`src/rtl/vga_frame_scheduler.sv`:
```
// VGA raster timing generator with a frame-buffer read strobe and a
// vblank-synchronised double-buffer swap handshake.
module vga_frame_scheduler #(
  parameter int unsigned H_VISIBLE = 640,
  parameter int unsigned H_FRONT   = 16,
  parameter int unsigned H_SYNC    = 96,
  parameter int unsigned H_BACK    = 48,
  parameter int unsigned V_VISIBLE = 480,
  parameter int unsigned V_FRONT   = 10,
  parameter int unsigned V_SYNC    = 2,
  parameter int unsigned V_BACK    = 33
) (
  input  logic        clk_25MHz,
  input  logic        reset_n,
  input  logic        swap_req,
  output logic [9:0]  h_count,
  output logic [9:0]  v_count,
  output logic        hsync,
  output logic        vsync,
  output logic        video_on,
  output logic        rd_en,
  output logic [18:0] rd_addr,
  output logic        frame_start,
  output logic        swap_ack,
  output logic        display_buf
);

  localparam int unsigned CW      = 10;
  localparam int unsigned AW      = 19;
  localparam int unsigned H_TOTAL = H_VISIBLE + H_FRONT + H_SYNC + H_BACK;
  localparam int unsigned V_TOTAL = V_VISIBLE + V_FRONT + V_SYNC + V_BACK;

  localparam logic [CW-1:0] H_LAST     = CW'(H_TOTAL - 1);
  localparam logic [CW-1:0] V_LAST     = CW'(V_TOTAL - 1);
  localparam logic [CW-1:0] H_VIS_END  = CW'(H_VISIBLE);
  localparam logic [CW-1:0] V_VIS_END  = CW'(V_VISIBLE);
  localparam logic [CW-1:0] H_VIS_LAST = CW'(H_VISIBLE - 1);
  localparam logic [CW-1:0] V_VIS_LAST = CW'(V_VISIBLE - 1);
  localparam logic [CW-1:0] HS_START   = CW'(H_VISIBLE + H_FRONT);
  localparam logic [CW-1:0] HS_END     = CW'(H_VISIBLE + H_FRONT + H_SYNC);
  localparam logic [CW-1:0] VS_START   = CW'(V_VISIBLE + V_FRONT);
  localparam logic [CW-1:0] VS_END     = CW'(V_VISIBLE + V_FRONT + V_SYNC);

  typedef enum logic [1:0] {
    IDLE      = 2'd0,
    PENDING   = 2'd1,
    ACK       = 2'd2,
    WAIT_DROP = 2'd3
  } swap_state_t;

  swap_state_t   state;
  logic [CW-1:0] h_nxt;
  logic [CW-1:0] v_nxt;
  logic          h_wrap;
  logic          v_wrap;
  logic          rd_en_nxt;
  logic          last_read;
  logic          vblank_entry;

  // Next raster position, plus a look-ahead of one more pixel for the read strobe
  always_comb begin
    h_wrap       = (h_count == H_LAST);
    v_wrap       = (v_count == V_LAST);
    h_nxt        = h_wrap ? '0 : h_count + CW'(1);
    v_nxt        = v_count;
    rd_en_nxt    = 1'b0;
    last_read    = 1'b0;
    vblank_entry = h_wrap && (v_count == V_VIS_LAST);
    if (h_wrap) begin
      v_nxt = v_wrap ? '0 : v_count + CW'(1);
    end
    if (h_nxt == H_LAST) begin
      rd_en_nxt = (v_nxt == V_LAST) || (v_nxt < V_VIS_LAST);
    end else begin
      rd_en_nxt = (h_nxt < H_VIS_LAST) && (v_nxt < V_VIS_END);
    end
    last_read = rd_en && (h_nxt == H_VIS_LAST) && (v_nxt == V_VIS_LAST);
  end

  assign hsync       = !((h_count >= HS_START) && (h_count < HS_END));
  assign vsync       = !((v_count >= VS_START) && (v_count < VS_END));
  assign video_on    = (h_count < H_VIS_END) && (v_count < V_VIS_END);
  assign frame_start = (h_count == '0) && (v_count == '0);

  // Raster counters and read address; the address wraps after the frame's last read
  always_ff @(posedge clk_25MHz or negedge reset_n) begin
    if (!reset_n) begin
      h_count <= '0;
      v_count <= '0;
      rd_en   <= 1'b0;
      rd_addr <= '0;
    end else begin
      h_count <= h_nxt;
      v_count <= v_nxt;
      rd_en   <= rd_en_nxt;
      if (rd_en) begin
        rd_addr <= last_read ? '0 : rd_addr + AW'(1);
      end
    end
  end

  // Swap handshake: latch a request, swap at vblank entry, wait for the request to drop
  always_ff @(posedge clk_25MHz or negedge reset_n) begin
    if (!reset_n) begin
      state       <= IDLE;
      swap_ack    <= 1'b0;
      display_buf <= 1'b0;
    end else begin
      swap_ack <= 1'b0;
      case (state)
        IDLE: begin
          if (swap_req) state <= PENDING;
        end
        PENDING: begin
          if (vblank_entry) begin
            state       <= ACK;
            swap_ack    <= 1'b1;
            display_buf <= ~display_buf;
          end
        end
        ACK: begin
          state <= WAIT_DROP;
        end
        WAIT_DROP: begin
          if (!swap_req) state <= IDLE;
        end
        default: begin
          state <= IDLE;
        end
      endcase
    end
  end

endmodule
```
`config.mk`:
```
export PLATFORM = sky130hd
export DESIGN_NAME = vga_frame_scheduler
export DESIGN_NICKNAME = d
export VERILOG_FILES = /design/src/rtl/vga_frame_scheduler.sv
export SDC_FILE = /design/constraint.sdc
export NUM_CORES = 1
export LEC_CHECK = 0
export CAP_MARGIN = 20
export CORE_ASPECT_RATIO = 0.7
export CORE_MARGIN = 4
export CORE_UTILIZATION = 40
export CTS_BUF_LIST = sky130_fd_sc_hd__clkbuf_8
export CTS_CLUSTER_DIAMETER = 40
export CTS_CLUSTER_SIZE = 12
export DETAILED_ROUTE_END_ITERATION = 8
export MAX_ROUTING_LAYER = met4
export PLACE_DENSITY = 0.72
export SLEW_MARGIN = 20
export SYNTH_ARGS = -nofsm -noshare
export SYNTH_HDL_FRONTEND = slang
export SYNTH_SLANG_ARGS = --single-unit
```
`constraint.sdc`:
```
create_clock -name clk_25MHz -period 5.5 [get_ports clk_25MHz]
set_input_delay 0.55 -clock clk_25MHz [delete_from_list [all_inputs] [get_ports clk_25MHz]]
set_output_delay 0.55 -clock clk_25MHz [all_outputs]
set_load 0.005 [all_outputs]
```
# [After elaboration in Yosys (flattened, before gate mapping)]
# Cells that the tools add are included.
[word_totals] ff_bits=44 latchBits=0 ram_bits=0 romBits=0 wordCells=60 memories=0
[op_classes] add_sub_neg=3 multipliers=0 div=0 magnitude_cmp=9 eq_ne=13 shift=0 mux=11 bitwise=1 reduce_logical=16
[ops] op="10-bit equality test (second input constant)" count=5
[ops] op="10-bit by 9-bit < comparator with 1-bit output (second input constant)" count=4
[ops] op="10-bit < comparator (second input constant)" count=3
[ops] op="10-bit two-way mux" count=3
[ops] op="10-bit by 1-bit adder with 10-bit output (second input constant)" count=2
[ops] op="10-bit by 9-bit equality test with 1-bit output (second input constant)" count=2
[ops] op="10-bit zero test" count=2
[ops] op="19-bit by 1-bit adder with 19-bit output (second input constant)" count=1
[ops] op="19-bit two-way mux" count=1
[ops] op="10-bit greater-or-equal comparator (second input constant)" count=1
[ops] op="10-bit by 9-bit greater-or-equal comparator with 1-bit output (second input constant)" count=1
[ops] op="1-bit logical AND" count=8
[ops] op="2-bit one-hot mux with 4 select lines" count=1
[ops] op="2-bit two-way mux" count=3
[ops] op="2-bit inequality test (second input constant)" count=3
[ops] op="2-bit equality test (second input constant)" count=2
[ops] op="1-bit two-way mux" count=3
[ops] op="3-bit AND reduction" count=1
[ops] op="2-bit by 1-bit equality test with 1-bit output (second input constant)" count=1
[ops] op="1-bit zero test" count=2
[ops] op="2-bit zero test" count=1
[ops] op="2-bit AND reduction" count=1
[ops] op="1-bit logical OR" count=1
[ops] op="1-bit NOT" count=1

# [Longest topological paths before layout]
[logic_depth] ltp_word=6 depth_mapped=10 depth_no_buf=9

# [Least setup slack after synthesis]
# No wires, ideal clock.
[synth_path] path_kind="reg2reg" start="reg h_count[1]" end="reg rd_addr[11]" setup_time_ns=0.119 arrival_ns=2.762 slack_ns=2.620 path_stages_with_launch=10 path_buffers=1 synth_period_minus_slack_ns=2.880 path_cell_list="dfrtp_1 > ha_1 > nand3_2 > nor3_2 > a21oi_1 > or4b_4 > or4_4 > nor2_4 > buf_6 > nor2_1"
[synth_between] elab_chain_len=6 word_cells_on_any_way=9 cone_classes="add/sub: 1; eq/ne: 3; mux: 3; reduce/logical: 2"
[synth_rtl] element="from (decl)" line="16" text="output logic [9:0] h_count,"
[synth_rtl] element="from (signal assigned)" line="93" text="h_count <= h_nxt;"
[synth_rtl] element="10-bit by 1-bit adder with 10-bit output or 10-bit equality test (tied branches)" line="64, 62"
[synth_rtl] element="10-bit two-way mux" line="64" text="h_nxt = h_wrap ? '0 : h_count + CW'(1);"
[synth_rtl] element="10-bit equality test" line="77" text="last_read = rd_en && (h_nxt == H_VIS_LAST) && (v_nxt == V_VIS_LAST);"
[synth_rtl] element="1-bit logical AND" line="77"
[synth_rtl] element="1-bit logical AND (*)" line="77"
[synth_rtl] element="19-bit two-way mux (*)" line="97" text="rd_addr <= last_read ? '0 : rd_addr + AW'(1);"
[synth_rtl] element="to (signal assigned)" line="97"
[synth_rtl] element="to (decl)" line="22" text="output logic [18:0] rd_addr,"
# Every way passes the cells marked *; elsewhere a longest branch is shown, timed or not.
# A chain may end at the register's enable or synchronous reset.

# [Final worst setup path]
[layout_path] start="reg h_count[5]" end="reg rd_addr[4]"
# Same word-level chain as after synthesis.

==> results.py <==
metrics = {
    "outcome": {
        "status": "completed",
    },
    "worst_setup_path": {
        "cp-end-kind": "flop",
        "path_class": "reg2reg",
        "reg2reg_slack_ns": 2.15,
        "cp-start-kind": "flop",
        "path_cells": "nand4bb_1 -> nor3_2 -> a21oi_1 -> or4b_4 -> or4_4 -> nor2_4 -> nor2_1",
        "required_ns": 5.68,
        "critPathSlowestCell": "nor3_2",
        "critPathArrivalTime_ns": 3.53,
        "critPathMaxStageDelay_ns": 0.58,
        "critical_path.max_fanout": 17,
    },
    "placed_design": {
        "hpwl_mm": 4.31,
        "place_congestion": 0.894,
        "portBuffers": 48,
        "dp_cells": 381,
    },
    "cells_and_area": {
        "fillers": 586,
        "instances_no_fill": 389,
        "antenna_cells": 0,
        "layout-drive-gt1-share_pct": 6.43,
        "layout-area-overhead-vs-synth_pct": 24.5,
        "nets": 324,
    },
    "timing": {
        "fin_skew_ns": 0.00375,
        "fmax_mhz": 298,
        "holdWs_ns": 0.239,
        "final.min_clock_period_ns": 3.35,
        "fin_tns_setup_ns": 0,
        "final-setup-viol-count": 0,
        "worst_pin_slew_ns": 0.959,
        "finalHoldViolCount": 0,
        "max_slew_margin_pct": 35.5,
        "maxSlewViolCount": 0,
        "finalCritPeriodShare_pct": 61.0,
        "rsz0062_at_grt": "no",
    },
    "cts": {
        "cts_sinks": 44,
        "clk_pin_slew_ns": 0.09,
        "cts_resized": 0,
        "post_cts_buffers": 0,
        "hold_buffers": 0,
        "clock_path_buffers": 2,
        "cts_buffers": 5,
        "cts_root_buf": "clkbuf_8",
        "cts_tree": "yes",
        "h-tree-depth": 2,
        "clk_latency_ns": 0.30,
    },
    "route": {
        "drt_iter0_drc": 148,
        "drt-wirelength-per-cell_microns": 15.4,
        "antenna_left": 0,
        "routed_wl_mm": 5.97,
        "drc": 0,
        "via_count": 2119,
        "viasPerCell": 5.45,
        "first_pass_iters": 4,
    },
    "global_route": {
        "grt_usage_pct": 17.1,
        "antenna_found_initial": 0,
        "grt.overflow.total": 0,
        "grt_pass1_wl_mm": 10.0,
        "grt_start_max_net_pins": 45,
        "grt_pass1_vias": 2024,
    },
    "die": {
        "io_pins": 49,
        "dieArea_sq_um": 7720,
        "die_width_microns": 103,
        "fp.dieH_microns": 74.7,
        "core_sq_um": 6190,
        "rows": 24,
        "start_util_pct": 41.1,
    },
    "yosys": {
        "synth_area_leaders": "dfrtp_1 (43%), xor2_1 (7.2%), ha_1 (5.4%)",
        "async_flop_share_pct": 100,
        "synth_area_sq_um": 2540,
        "synth_cells": 266,
        "synth_cell_types": 47,
        "yosysSeqAreaShare_pct": 43.3,
        "synthTopCellsByCount": "dfrtp_1 (44), nor2_1 (30), xor2_1 (21)",
        "synth_edf_count": 0,
        "syn_area_per_cell_sq_um": 9.57,
        "synth.most_common_cell": "dfrtp_1",
        "syn_nets": 280,
        "yosysTopAreaCell": "dfrtp_1",
        "synth_top_cell_area_share_pct": 43.3,
        "ys.flop_type": "dfrtp_1",
        "ys_seq_elements": 44,
        "ys_warn_count": 0,
    },
    "power_and_ir_drop": {
        "ir_worst_vdd_v": 0.0000994,
        "p_per_area_nw_per_um2": 185,
        "power_leakage_nw": 1.37,
        "p_total_mw": 0.586,
    },
    "hold_path": {
        "hp-class": "in2async",
    },
    "job": {
        "max_cap_violations": 0,
    },
}
## state kept, by name, summed over array words and instances (netlist names)
name	flops
rd_en	1
display_buf	1
h_count	10
rd_addr	19
state	2
v_count	10
swap_ack	1
## critical path, delay by kind of cell, from the launching register on
kind,cells,cell delay (ns)
flip-flops,1,0.51
AND/OR/NAND/NOR,6,2.57
AO/OA/AOI/OAI,1,0.17
## placed cells by master (no fill, tap or decap), types with 2 or more instances in the layout
| master | instances |
|---|---|
| a21oi_1 | 2 |
| and3_1 | 10 |
| clkbuf_8 | 5 |
| clkdlybuf4s50_1 | 47 |
| dfrtp_1 | 44 |
| ha_1 | 11 |
| inv_1 | 12 |
| mux2i_1 | 3 |
| nand2_1 | 20 |
| nand2b_1 | 2 |
| nand3_1 | 17 |
| nand4_1 | 13 |
| nand4b_1 | 2 |
| nor2_1 | 30 |
| nor2b_1 | 5 |
| nor3_1 | 5 |
| nor4_1 | 4 |
| nor4b_1 | 2 |
| o211ai_1 | 4 |
| o21ai_0 | 9 |
| or2_2 | 2 |
| or3_1 | 3 |
| or4_1 | 3 |
| xnor2_1 | 10 |
| xor2_1 | 21 |
## routing by layer
layer / vias up / track usage (%) / wire length, microns
met5: - / - / 0
met4: 0 / 4.02 / 51
met3: 8 / 3.89 / 444
met2: 83 / 25.4 / 2620
met1: 1004 / 23.8 / 2850
li1: 1024 / - / -
## layout make-up
class | count | area, sq um | area share (%)
clock buffers | 5 | 68.8 | 2.17
flip-flops and latches | 44 | 1100 | 34.7
well taps | 78 | 97.6 | 3.08
clock inverters | 3 | 46.3 | 1.46
inverters | 12 | 45.0 | 1.42
multi-input cells | 199 | 1330 | 42.0
repair buffers | 48 | 478 | 15.1
## path summary, 6_finish.rpt
path	start	to	cells past startpoint
max	h_count[5]	rd_addr[4]	7
min	reset_n	rd_addr[2]	1
max reg2reg	h_count[5]	rd_addr[4]	7
min reg2reg	display_buf	display_buf	1
max in group asynchronous	reset_n	v_count[0]	1
min in group clk_25MHz	display_buf	display_buf	1
## through the flow
stage	cell area, sq um	setup slack [ns]	utilization, %
detailed placement	3050	2.15	49.3
global route	3170	1.88	51.2
global placement	3050	2.32	49.3
finish	3170	2.15	51.2
floorplan	2540	2.62	-
CTS	3170	2.13	51.2
## cell families after synthesis
logic type / after synthesis / share of synthesized area [%]
AND/OR/NAND/NOR: 130 / 28.8
flip-flops: 44 / 43.3
XOR/XNOR: 31 / 10.7
buffers and inverters: 23 / 4.38
adder cells (fa/ha/maj): 11 / 5.41
multiplexers: 4 / 1.62
AO/OA/AOI/OAI: 23 / 5.90
## power breakdown
group,internal [mW],switching (mW),leakage [nW]
clock network,0.137,0.119,0.0548
registers,0.323,0,0.580
logic,0.00122,0.00636,0.736
total,0.461,0.125,1.37
Power figures use the tool's default switching activity.
==> edit 1 (same settings) <==
Put a register stage on the output `vsync`, cleared by the reset. The value now appears one clock later. The other outputs are not delayed to match.
--- a/src/rtl/vga_frame_scheduler.sv
+++ b/src/rtl/vga_frame_scheduler.sv
@@ -80,3 +80,9 @@
   assign hsync       = !((h_count >= HS_START) && (h_count < HS_END));
-  assign vsync       = !((v_count >= VS_START) && (v_count < VS_END));
+  always_ff @(posedge clk_25MHz or negedge reset_n) begin
+    if (!reset_n) begin
+      vsync <= '0;
+    end else begin
+      vsync <= !((v_count >= VS_START) && (v_count < VS_END));
+    end
+  end
   assign video_on    = (h_count < H_VIS_END) && (v_count < V_VIS_END);
Function: changed (a bounded check fails within 4 cycles, from zero or initial values and one cycle with reset_n low).
==> edit 1 against the original RTL <==
- critical path depth unchanged
- final area grew 2.0%
- via count rose by 4.3%
- worst setup slack worse by 0.0056 ns
- first-iteration DRC count fell by 0.68%
- non-clock buffer count did not move
- routed wire length is 3.1% higher
- sequential cell count is 1 higher
- synthesized area rose by 2.4%
Power is not compared: it rests on default switching activity, and its combinational part moved more than twofold at a synthesized area within 25%.
==> edit 1: results (changes against the original RTL) <==
[status]
status = finished, final reports clean

[setup_path]
worst-path-max-fanout = 19  ; +2
rrSetupSlack_ns = 2.14  ; about the same
critPathTopFamily = simple AND/OR/NAND/NOR gates
arrival_ns = 3.52  ; about the same
cp-endpoint = rd_addr[0]
reg2reg_from = h_count[8]
slowest_stage = and4_1
max_stage_delay_ns = 0.61  ; +0.03 ns

[route]
viasPerCell = 5.42  ; -0.52%
wl_met3_um = 405  ; -8.8%
drtIter0Drc = 147  ; -0.68%
met1Wirelength_mm = 3.06  ; +7.4%
routed_wl_mm = 6.16  ; +3.1%
routed-wl-met2_mm = 2.63  ; +0.15%

[clock_network]
worstSkewPairLatency_ns = 0.30  ; about the same

[cells_and_area]
fin_nets = 343  ; +5.9%
fillers = 565  ; -3.6%
drive_gt1_share_pct = 3.64  ; -2.8 points

[yosys]
synth.distinct_cells = 46  ; -2.1%
synth_area_per_cell_um2 = 9.11  ; -4.8%
synthesis.nets = 300  ; +7.1%
ys_seq_area_share_pct = 43.2  ; -0.058 points
yosys-top-cells-area = dfrtp_1 (43%), xor2_1 (6.4%), ha_1 (5.3%), nor2_1 (4.5%), nand3_1 (3.6%)
synthTopCellsByCount = dfrtp_1 (45), nor2_1 (31), nand2_1 (20)

[global_routing]
grt_max_degree = 46  ; +2.2%
grt_pass1_wl_mm = 10.3  ; +2.8%
grt_pass1_vias = 1994  ; -1.5%

[place]
hpwl_mm = 4.52  ; +5.0%
place.gp.congestion = 0.926  ; +3.6%
dpl_cell_area_um2 = 3110  ; +1.9%
place_ws_ns = 2.22  ; +0.0619 ns
placed_cells = 400  ; +5.0%

[timing]
clock_skew_ns = 0.00717  ; +0.00342 ns
relSlewSlack_pct = 31.6  ; -3.9 points

edit 1: cell types whose count changed after synthesis, moves of 3 or more:
cell	before	now
nand4_1	13	10
nor4_1	4	12
o211ai_1	4	1
a21oi_1	2	6
o21ai_0	9	16
inv_1	12	19
and4_1	1	4
and3_1	10	7
edit 1: metal layers:
layer / up-vias / track usage [%]
met5: - / -
met2: 66 / 23.9
li1: 1097 / -
met3: 4 / 2.88
met1: 1044 / 24.5
met4: 0 / 4.42
edit 1: worst min-delay path by stage:
stage | slack, ns | cells past startpoint | endpoint
after floorplan | 0.25 | 0 | display_buf
after global placement | 0.45 | 1 | display_buf
after detailed placement | 0.47 | 1 | display_buf
after CTS | 0.46 | 1 | h_count[1]
after global routing | 0.27 | 1 | h_count[0]
final | 0.24 | 1 | h_count[1]
edit 1: kinds of logic after synthesis:
| family | count (synthesis) | synth area share (%) |
|---|---|---|
| simple gates | 135 | 28.0 |
| flops | 45 | 43.2 |
| compound gates | 34 | 7.87 |
| buf+inv | 31 | 5.38 |
| xor+xnor | 28 | 9.41 |
| fa+ha+maj | 11 | 5.28 |
| mux | 2 | 0.816 |
edit 1: final cells by class:
| class | count | area share, % |
|---|---|---|
| multi-input cells | 210 | 41.4 |
| inverters | 19 | 2.21 |
| clock buffers | 6 | 2.55 |
| repair buffers | 48 | 14.8 |
| clock inverters | 2 | 1.16 |
| well taps | 78 | 3.02 |
| flip-flops and latches | 45 | 34.8 |
edit 1: report_power, final:
group | total [mW] | switching (mW) | internal, mW
Sequential | 0.346 | 0.00739 | 0.339
Combinational | 0.0567 | 0.0297 | 0.0270
Clock | 0.264 | 0.116 | 0.148
==> edit 2 (same settings) <==
Made on the original files. The parameter `V_VISIBLE` goes from 480 to 360.
--- a/src/rtl/vga_frame_scheduler.sv
+++ b/src/rtl/vga_frame_scheduler.sv
@@ -7,3 +7,3 @@
   parameter int unsigned H_BACK    = 48,
-  parameter int unsigned V_VISIBLE = 480,
+  parameter int unsigned V_VISIBLE = 360,
   parameter int unsigned V_FRONT   = 10,
Behaviour: no difference found for any inputs over 10 cycles, from zero or initial values and one cycle with reset_n low; that may be too few to reach the edited logic, so the function may still have changed.
==> edit 2 against the original RTL <==
- worst setup slack better by 0.27 ns
- critical path type unchanged
- final area grew 2.4%
- hold slack got worse by 0.012 ns
- sequential cell count unchanged
- synthesized area grew 2.0%
- power grew 2.3%
- routed wire length is 3.1% higher
- final cell count increased by 2.8%
==> edit 2: results (changes against the original RTL) <==
[cells_and_area]
fin_nets = 335  ; +3.4%
drive_gt1_share_pct = 7.14  ; +0.71 points

[power_and_ir_drop]
ir_drop_mv = 0.0769  ; -23%
power.leakage_nw = 1.45  ; +5.6%

[route]
dr_total_vias = 2229  ; +5.2%
wl_per_cell_um = 15.4  ; +0.25%
drtIter0Drc = 115  ; -22%

[clock_network]
clk_pin_slew_ns = 0.09  ; about the same
clk_path_buf_depth = 2  ; unchanged

[global_routing]
grt_pass1_vias = 2084  ; +3.0%
grt_pass1_wl_mm = 10.3  ; +3.0%

[setup_path]
max_stage_delay_ns = 0.65  ; +0.07 ns
worst-path-max-fanout = 18  ; +1
crit_start = h_count[5]
reg2reg_from = h_count[5]
arrival_ns = 3.27  ; -0.26 ns
slowest_stage = or4_4
cp-endpoint = rd_addr[1]

[yosys]
ys_seq_area_share_pct = 42.4  ; -0.85 points
synthTopCellsByCount = dfrtp_1 (44), nor2_1 (33), nand2_1 (26)
synthesis.nets = 287  ; +2.5%
yosys-top-cells-area = dfrtp_1 (42%), xor2_1 (6.4%), ha_1 (5.3%), nor2_1 (4.8%), nand2_1 (3.8%)
synth.distinct_cells = 51  ; +8.5%

[place]
hpwl_mm = 4.53  ; +5.1%
place.gp.congestion = 0.898  ; +0.43%

[timing]
clock_skew_ns = 0.00513  ; +0.00138 ns
relSlewSlack_pct = 62.8  ; +27 points

[status]
status = finished, final reports clean

==> edit 2: cell count changes after synthesis, sizes merged, moves of 4 or more <==
cell	before	now
and3	10	16
and4	1	5
nand2	20	26
nand3	18	10
nand4	13	7
nor2b	5	1
==> edit 2: layout make-up <==
cell class,count,area (um^2)
fillers,597,3030
multi-input cells,208,1390
flip-flops and latches,44,1100
repair buffers,49,485
well taps,78,97.6
clock buffers,6,82.6
inverters,13,48.8
clock inverters,2,38.8
==> edit 2: logic make-up (layout without fill, tap and decap cells) <==
| logic type | count (synthesis) | count (layout) | share of synthesized area (%) |
|---|---|---|---|
| fa+ha+maj | 11 | 11 | 5.30 |
| xor+xnor | 28 | 28 | 9.45 |
| flops | 44 | 44 | 42.4 |
| simple gates | 131 | 131 | 28.2 |
| buf+inv | 21 | 70 | 4.05 |
| compound gates | 34 | 34 | 8.92 |
| mux | 4 | 4 | 1.64 |
==> edit 2: critical path, delay by kind of cell (launching register included) <==
kind | cells | cell delay, ns
simple gates | 4 | 1.99
compound gates | 3 | 0.49
flops | 1 | 0.48
==> edit 2: how the worst min path moves through the flow <==
| stage | start | endpoint | cells past startpoint |
|---|---|---|---|
| 2_1_floorplan | reset_n | display_buf | 0 |
| 3_3_place_gp | display_buf | display_buf | 1 |
| 3_5_place_dp | display_buf | display_buf | 1 |
| 4_1_cts | reset_n | rd_addr[17] | 1 |
| 5_1_grt | reset_n | rd_addr[2] | 1 |
| 6_report | reset_n | rd_addr[2] | 1 |
==> edit 2: per-stage QoR <==
step / cells / hold WS (ns) / instance area, um^2 / utilization, % / setup slack, ns
finish: 400 / 0.228 / 3240 / 51.7 / 2.42
global route: 400 / 0.275 / 3240 / 51.7 / 2.24
CTS: 400 / 0.439 / 3240 / 51.7 / 2.43
detailed placement: 392 / 0.468 / 3120 / 49.7 / 2.44
global placement: 392 / 0.463 / 3120 / 49.7 / 2.52
floorplan: 273 / 0.254 / 2600 / - / 2.66
==> edit 2: power breakdown <==
part	switching, mW	leakage [nW]	total, mW	internal [mW]
logic	0.00618	0.807	0.00740	0.00121
registers	0	0.580	0.323	0.323
clock network	0.121	0.0614	0.269	0.149
total	0.127	1.45	0.600	0.473
==> edit 2: layer usage <==
layer  track usage (%)  vias to the layer above  wire length [um]
li1                  -                     1064                 -
met1              22.6                     1068              3010
met2              24.8                       87              2610
met3              4.74                       10               444
met4              5.75                        0                91
met5                 -                        -                 0
